## src/rtl/reaction_pkg.sv

```systemverilog
// Shared definitions for the reaction-timer controller: state encodings
// and the "no best time yet" marker.
package reaction_pkg;

  localparam int STATE_W = 3;

  typedef enum logic [STATE_W-1:0] {
    ST_IDLE   = 3'd0,
    ST_ARMED  = 3'd1,
    ST_TIMING = 3'd2,
    ST_DONE   = 3'd3,
    ST_JUMP   = 3'd4,
    ST_NORESP = 3'd5
  } state_t;

  // All-ones marks "no valid best time"; users truncate to their own width.
  localparam logic [31:0] BEST_NONE = '1;

endpackage

```

## src/rtl/key_sync_edge.sv

```systemverilog
// Two-flop synchronizer for an active-low push-button followed by a
// falling-edge detector. press is a one-clk pulse on each new key press;
// a key that is already held low never produces a further pulse.
module key_sync_edge (
  input  logic clk,
  input  logic rst_n,
  input  logic key_n,
  output logic press
);

  logic sync1;
  logic sync2;
  logic sync2_d;

  // Synchronize the raw key and keep one extra stage for edge detection;
  // all flops reset to the released (high) level.
  always_ff @(posedge clk or negedge rst_n) begin
    if (!rst_n) begin
      sync1   <= 1'b1;
      sync2   <= 1'b1;
      sync2_d <= 1'b1;
    end else begin
      sync1   <= key_n;
      sync2   <= sync1;
      sync2_d <= sync2;
    end
  end

  assign press = sync2_d & ~sync2;

endmodule

```

## src/rtl/reaction_timer_ctrl.sv

```systemverilog
// Reaction-timer sequencing controller. Arms on a light-sequence start,
// flags jump starts, measures lights-out-to-press time in ms, and tracks
// the best valid time since reset or clear_best.
//
// Handshake: arm, lights_out, clear_best and tick_ms are single-cycle
// strobes sampled on every rising clk edge; there is no back-pressure, so
// every strobe is consumed in the cycle it is seen.
module reaction_timer_ctrl
  import reaction_pkg::*;
#(
  parameter int CNT_BITS = 14,
  parameter int MAX_MS   = 9999
) (
  input  logic                clk,
  input  logic                rst_n,
  input  logic                tick_ms,
  input  logic                arm,
  input  logic                lights_out,
  input  logic                key_n,
  input  logic                clear_best,
  output logic [STATE_W-1:0]  state,
  output logic [CNT_BITS-1:0] rt_ms,
  output logic                rt_valid,
  output logic                jump_start,
  output logic                no_response,
  output logic [CNT_BITS-1:0] best_ms,
  output logic                new_best
);

  localparam logic [CNT_BITS-1:0] MAX_CNT  = CNT_BITS'(MAX_MS);
  localparam logic [CNT_BITS-1:0] BEST_ALL = CNT_BITS'(BEST_NONE);

  logic                press;
  state_t              st_q, st_n;
  logic [CNT_BITS-1:0] cnt_q, cnt_n;
  logic [CNT_BITS-1:0] rt_q, rt_n;
  logic [CNT_BITS-1:0] best_q, best_n;
  logic                valid_q, valid_n;
  logic                jump_q, jump_n;
  logic                noresp_q, noresp_n;
  logic                nb_q, nb_n;

  key_sync_edge u_key (
    .clk   (clk),
    .rst_n (rst_n),
    .key_n (key_n),
    .press (press)
  );

  // State and result registers.
  always_ff @(posedge clk or negedge rst_n) begin
    if (!rst_n) begin
      st_q     <= ST_IDLE;
      cnt_q    <= '0;
      rt_q     <= '0;
      best_q   <= BEST_ALL;
      valid_q  <= 1'b0;
      jump_q   <= 1'b0;
      noresp_q <= 1'b0;
      nb_q     <= 1'b0;
    end else begin
      st_q     <= st_n;
      cnt_q    <= cnt_n;
      rt_q     <= rt_n;
      best_q   <= best_n;
      valid_q  <= valid_n;
      jump_q   <= jump_n;
      noresp_q <= noresp_n;
      nb_q     <= nb_n;
    end
  end

  // Next-state, counter, result and best-time logic. arm restarts from any
  // state; clear_best overrides any best update in the same cycle.
  always_comb begin
    st_n     = st_q;
    cnt_n    = cnt_q;
    rt_n     = rt_q;
    best_n   = best_q;
    valid_n  = valid_q;
    jump_n   = jump_q;
    noresp_n = noresp_q;
    nb_n     = 1'b0;

    if (arm) begin
      st_n     = ST_ARMED;
      cnt_n    = '0;
      valid_n  = 1'b0;
      jump_n   = 1'b0;
      noresp_n = 1'b0;
    end else begin
      case (st_q)
        ST_ARMED: begin
          if (press) begin
            st_n   = ST_JUMP;
            jump_n = 1'b1;
          end else if (lights_out) begin
            st_n  = ST_TIMING;
            cnt_n = '0;
          end
        end
        ST_TIMING: begin
          if (press) begin
            // Capture the pre-increment count even if a tick coincides.
            st_n    = ST_DONE;
            rt_n    = cnt_q;
            valid_n = 1'b1;
            if (cnt_q < best_q) begin
              best_n = cnt_q;
              nb_n   = 1'b1;
            end
          end else if (cnt_q == MAX_CNT) begin
            st_n     = ST_NORESP;
            rt_n     = MAX_CNT;
            noresp_n = 1'b1;
          end else if (tick_ms) begin
            // Increment only below MAX_CNT, so the counter saturates.
            cnt_n = cnt_q + 1'b1;
          end
        end
        default: ;
      endcase
    end

    if (clear_best) begin
      best_n = BEST_ALL;
      nb_n   = 1'b0;
    end
  end

  assign state       = st_q;
  assign rt_ms       = rt_q;
  assign rt_valid    = valid_q;
  assign jump_start  = jump_q;
  assign no_response = noresp_q;
  assign best_ms     = best_q;
  assign new_best    = nb_q;

endmodule
```

## config.mk

```make
export PLATFORM = sky130hd
export DESIGN_NAME = reaction_timer_ctrl
export DESIGN_NICKNAME = d
export VERILOG_FILES = /design/src/rtl/reaction_pkg.sv /design/src/rtl/key_sync_edge.sv /design/src/rtl/reaction_timer_ctrl.sv
export SDC_FILE = /design/constraint.sdc
export NUM_CORES = 1
export LEC_CHECK = 0
export BUFFER_PORTS_ARGS = -buffer_cell sky130_fd_sc_hd__buf_2
export CAP_MARGIN = 15
export CORE_ASPECT_RATIO = 1.5
export CORE_UTILIZATION = 50
export CTS_CLUSTER_DIAMETER = 50
export CTS_CLUSTER_SIZE = 20
export DETAILED_ROUTE_END_ITERATION = 10
export GPL_TIMING_DRIVEN = 1
export MAX_ROUTING_LAYER = met4
export PLACE_DENSITY = 0.75
export SYNTH_ARGS = -nofsm -noshare
export SYNTH_HDL_FRONTEND = slang
export SYNTH_SLANG_ARGS = --single-unit
```

## constraint.sdc

```tcl
create_clock -name clk -period 2.65 [get_ports clk]
set_input_delay 0.3975 -clock clk [delete_from_list [all_inputs] [get_ports clk]]
set_output_delay 0.3975 -clock clk [all_outputs]
set_load 0.005 [all_outputs]
```

### Word level (Yosys, flattened, before mapping)

Index checks and enable logic that the tools add are counted.

| storage, ports and cells | value |
|---|---|
| input port bits | 7 |
| memory bits (writable) | 0 |
| bits in latches | 0 |
| output and inout port bits | 35 |
| memories | 0 |
| register bits after elaboration | 52 |
| memory bits (read-only) | 0 |

| operators by class | value |
|---|---|
| bitwise gates (word level) | 3 |
| add/subtract/negate cells | 1 |
| divide/modulo/power cells | 0 |
| shift-type cells | 0 |
| $lt $le $gt $ge | 1 |
| reductions and logical operators | 16 |
| eq/ne operators | 12 |
| $mul | 0 |
| muxes and demuxes | 34 |

Operators by type and width:

| kind | count |
|---|---|
| 14-bit 2-to-1 mux | 13 |
| 14-bit case mux with 2 select lines | 1 |
| 2-bit nonzero test | 8 |
| 3-bit 2-to-1 mux | 5 |
| 3-bit inequality test (second input constant) | 5 |
| 14-bit by 1-bit adder with 14-bit output (second input constant) | 1 |
| 14-bit == test (second input constant) | 1 |
| 14-bit < comparator | 1 |
| 1-bit 2-to-1 mux | 14 |
| 3-bit AND reduction | 3 |
| 4-bit inequality test (second input constant) | 2 |
| 3-bit case mux with 2 select lines | 1 |
| 6-bit AND reduction | 1 |
| 2-bit AND reduction | 2 |
| 4-bit AND reduction | 1 |
| 3-bit by 1-bit == test with 1-bit output (second input constant) | 1 |
| 3-bit by 2-bit == test with 1-bit output (second input constant) | 1 |
| 3-bit nonzero test | 1 |
| 2-bit by 1-bit inequality test with 1-bit output (second input constant) | 1 |
| 2-bit inequality test (second input constant) | 1 |
| 1-bit inverter | 2 |
| 1-bit AND | 1 |

### Depth between registers and ports, before layout

| depth | value |
|---|---|
| depth after elaboration | 6 |
| depth in mapped cells | 9 |
| gate-level depth less buffers | 7 |

### Cells and area by module

From an unflattened synthesis, not the netlist that was laid out.

| second synthesis, totals | value |
|---|---|
| cell total of the unflattened synthesis | 278 |
| area, all modules | 2760.1 µm² |

By module, submodules not included:

| module | cells each | area an instance (µm²) | instances | sequential area each (µm²) |
|---|---|---|---|---|
| reaction_timer_ctrl | 274 | 2667.6 | 1 | 1243.7 |
| key_sync_edge | 4 | 92.6 | 1 | 78.8 |

### Worst setup path before layout

No wires, ideal clock.

| path | value |
|---|---|
| kind | flip-flop to flip-flop |
| start | reg best_q[7] (netlist: best_ms[7]) |
| end | reg best_q[10] (netlist: best_ms[10]) |
| clock period less this slack | 2.089 ns |
| path slack | 0.561 ns |
| data required time | 2.575 ns |
| setup time | 0.075 ns |
| buffers on the path | 2 |
| arrival | 2.014 ns |
| cell stages (with the launch flop) | 10 |
| path through | dfstp_2 inv_1 ha_1 a21o_1 a21o_1 a21oi_1 o221a_2 buf_4 buf_6 mux2i_1 |

| on the way | value |
|---|---|
| longest elaborated chain between the ends | 3 |

Ends and longest elaborated chain:

| element | line | text |
|---|---|---|
| start: declaration | reaction_timer_ctrl.sv:37 | `logic [CNT_BITS-1:0] best_q, best_n;` |
| start signal: assignment | reaction_timer_ctrl.sv:65 | `best_q <= best_n;` |
| 14-bit < comparator | reaction_timer_ctrl.sv:108 | `if (cnt_q < best_q) begin` |
| 2-bit nonzero test (no source line) | n/a |  |
| 4-bit AND reduction (no source line) | n/a |  |

No other way between the ends.
A chain may end at the register's enable or synchronous reset.

### Final worst setup path

| path | value |
|---|---|
| start | reg best_q[7] (netlist: best_ms[7]) |
| end | reg best_q[12] (netlist: best_ms[12]) |

The elaborated chain is that of the path after synthesis.

==> metrics.csv <==
stage;metric;value;unit
outcome;status;completed;
detailed_routing;ANT nets after route;0;
detailed_routing;Residual DRC;0;
layout;ratio of cells with drive above 1 in the final layout;0.266;
yosys;sequential share of the synthesized area;0.466;
place;HPWL Detailed;4520;microns
floorplan;Initial Util;0.520;
global_route;largest net degree at the start of global routing;53;
power_and_ir_drop;PwrDens;587;mW/mm^2
detailed_routing;Post-Route WL;6300;microns
timing;fin crit period;2300;ps
power_and_ir_drop;clock group share of total power;0.292;
yosys;register bit total from synthesis;52;
timing;Setup violations, final;0;
layout;Layout fillers;509;
floorplan;Die X;63.5;microns
yosys;top post-synthesis cells by area;dfrtp_1 31%, dfstp_2 16%, mux2i_1 7.8%;
cts;hold_buf cts;0;
power_and_ir_drop;VDD IR max;0.000399;V
cts;Post-CTS Setup Bufs;0;
cts;cts bufs inserted;5;
cts;CTS tree;yes;
cts;Reg clk slew, reported paths;100;ps
power_and_ir_drop;switch share;0.290;
worst_setup_path;Worst setup SP type;register;
global_route;grt total ovfl;0;
cts;Clk Latency, worst-skew pair;310;ps
hold_path;Hold Crit Class;in -> reg;
detailed_routing;initial drt markers;119;
yosys;Post-Syn Area;0.00284;sq mm
layout;fin area;0.00322;sq mm
layout;Finished Core Util;0.592;
timing;RSZ-0062 raised after global routing;false;
worst_setup_path;Worst setup EP type;register;
floorplan;Die ar.;0.00598;sq mm
yosys;Post-Synthesis Cells;280;
yosys;syn avg cell area;10.1;sq um
timing;Max Clk Rate;0.435;GHz
cts;Clock Tree Root;clkbuf_8;
floorplan;std cell rows;33;
timing;slew of the pin with the lowest slew margin;661;ps
global_route;Total Routing Usage GR;0.238;
power_and_ir_drop;sequential power share;0.504;
layout;nets;343;
global_route;global-route wire length before repair;10600;microns
timing;Fin Setup TNS;0;ps
detailed_routing;drt wl/cell;16.0;microns
detailed_routing;vias per cell;5.73;
timing;final worst-path cycle share;0.867;
timing;Hold Violations, Final;0;
timing;Final WS setup;352;ps
cts;post-CTS sizing;0;
cts;clock buffer depth;2;
yosys;Synth top area share;0.309;
layout;ANT cells;0;
floorplan;Ports;42;
yosys;top cell type by total area after synthesis;dfrtp_1;
floorplan;DIE HEIGHT;94.2;microns
yosys;asr flop ratio synth;1.00;
yosys;Yosys Warn Count;0;
layout;area delta synth->final;13.7;%
global_route;initial antenna violation count;0;
layout;Storage cell area;0.00132;sq mm
yosys;number of synthesized flops with an enable pin;0;
cts;H-tree Lvls;2;
timing;Slew Limit Fails;0;
detailed_routing;via count;2253;
worst_setup_path;CP max FO;14;
layout;footprint of the multi-input gates;0.00136;sq mm
yosys;Syn Nets;301;
worst_setup_path;Crit Path Class;reg -> reg;
place;IO Port Bufs;41;
timing;max_slew headroom;0.559;
global_route;number of global-route vias before repair;2260;
power_and_ir_drop;leak pwr;1.58;nW
run;Max Cap Violations;0;
worst_setup_path;Critical Path RT;2890;ps
yosys;Synth Flop Type;dfrtp_1;
floorplan;core area;0.00545;sq mm
timing;clk_skew;8.81;ps
worst_setup_path;WP data arrival;2540;ps
power_and_ir_drop;switching power;0.000549;W
place;DP Area;0.00311;sq mm
place;routability cong.;0.918;
yosys;Synth cell types;45;
detailed_routing;Pre-Repair DR Iteration Count;4;
place;dpl ws;342;ps
power_and_ir_drop;combinational share of power;0.204;
power_and_ir_drop;P_int;0.00134;W
cts;clk sink count;52;
path summary, 6_finish.rpt:
path,from,end,slack [ps],cells after the start
min reg2reg,u_key.sync1$_DFF_PN1_,u_key.sync2$_DFF_PN1_,360,0
max in group asynchronous,rst_n,rt_ms[3]$_DFFE_PN0P_,2010,2
max,best_ms[7]$_DFFE_PN1P_,best_ms[12]$_DFFE_PN1P_,350,7
max reg2reg,best_ms[7]$_DFFE_PN1P_,best_ms[12]$_DFFE_PN1P_,350,7
min in group asynchronous,rst_n,new_best$_DFF_PN0_,200,2
min,key_n,u_key.sync1$_DFF_PN1_,180,1
flip-flops by register name, indices dropped and copies added, names as in the netlist:
register and count:
best_ms 14, cnt_q 14, jump_start 1, new_best 1, no_response 1, rt_ms 14, rt_valid 1, state 3
u_key.sync1 1, u_key.sync2 1, u_key.sync2_d 1
cell usage in the layout, fill, tap and decap left out, drive strengths merged, types with 9 or more instances in the layout:
cell type  netlist  layout
a21oi            9       9
buf              7      51
dfrtp           35      35
dfstp           17      17
ha              14      14
inv             17      17
mux2i           22      22
nand2           18      18
nor2            42      42
nor4             9       9
routing by layer:
layer  global-route usage  up-vias  routed length, microns
met1                0.263     1113                    2590
met4               0.0966        0                     106
li1                     -     1084                       -
met3               0.0364       10                     164
met2                0.424       46                    3430
met5                    -        -                       0
critical path, stage by stage (launching register included):
cell and delay [ps]:
dfstp_2 550, inv_1 40, ha_1 300, a21o_1 180, a21o_1 160, a21oi_1 190, o221a_2 530, mux2i_1 260
stage by stage:
step / hold slack, ps / std cells / power, W
4_1_cts: 174 / 393 / 0.00190
3_5_place_dp: 347 / 385 / 0.00136
3_3_place_gp: 349 / 385 / 0.00135
5_1_grt: 174 / 393 / 0.00199
2_1_floorplan: 102 / 280 / 0.00120
6_report: 177 / 393 / 0.00189
power groups by stage:
stage	logic (W)	registers, W	clock network [W]
after floorplan	0.000240	0.000963	0
after global placement	0.000383	0.000963	0
after detailed placement	0.000389	0.000968	0
after CTS	0.000392	0.000954	0.000559
after global routing	0.000433	0.000966	0.000587
final	0.000387	0.000954	0.000552
area by class of cell:
| class | count | area share |
|---|---|---|
| flip-flops and latches | 52 | 0.410 |
| well taps | 70 | 0.0272 |
| inverters | 17 | 0.0198 |
| multi-input cells | 195 | 0.421 |
| clock inverters | 3 | 0.0132 |
| clock buffers | 5 | 0.0213 |
| repair buffers | 51 | 0.0869 |
synth_stat cells, types with 4 or more instances:
cell	number
a21boi_1	4
a21o_1	5
a21oi_1	9
a22o_1	6
buf_4	4
clkbuf_1	9
dfrtp_1	35
dfstp_2	17
ha_1	14
inv_1	17
mux2i_1	22
nand2_1	18
nand2b_1	7
nand3_1	4
nand4_1	7
nor2_1	41
nor4_1	8
o22a_1	7
o31ai_1	7
or4_1	5
cells by family (layout without fill, tap and decap cells):
group                      count (synthesis)  in the layout  synth area share
buffers and inverters                     33             76            0.0547
xor gates and xnor gates                   1              1           0.00309
DFF                                       52             52             0.466
adders and majority gates                 14             14            0.0618
and+or+nand+nor                          107            107             0.203
AOI/OAI and AO/OA                         51             51             0.133
muxes                                     22             22            0.0776
Power figures use the tool's default switching activity.
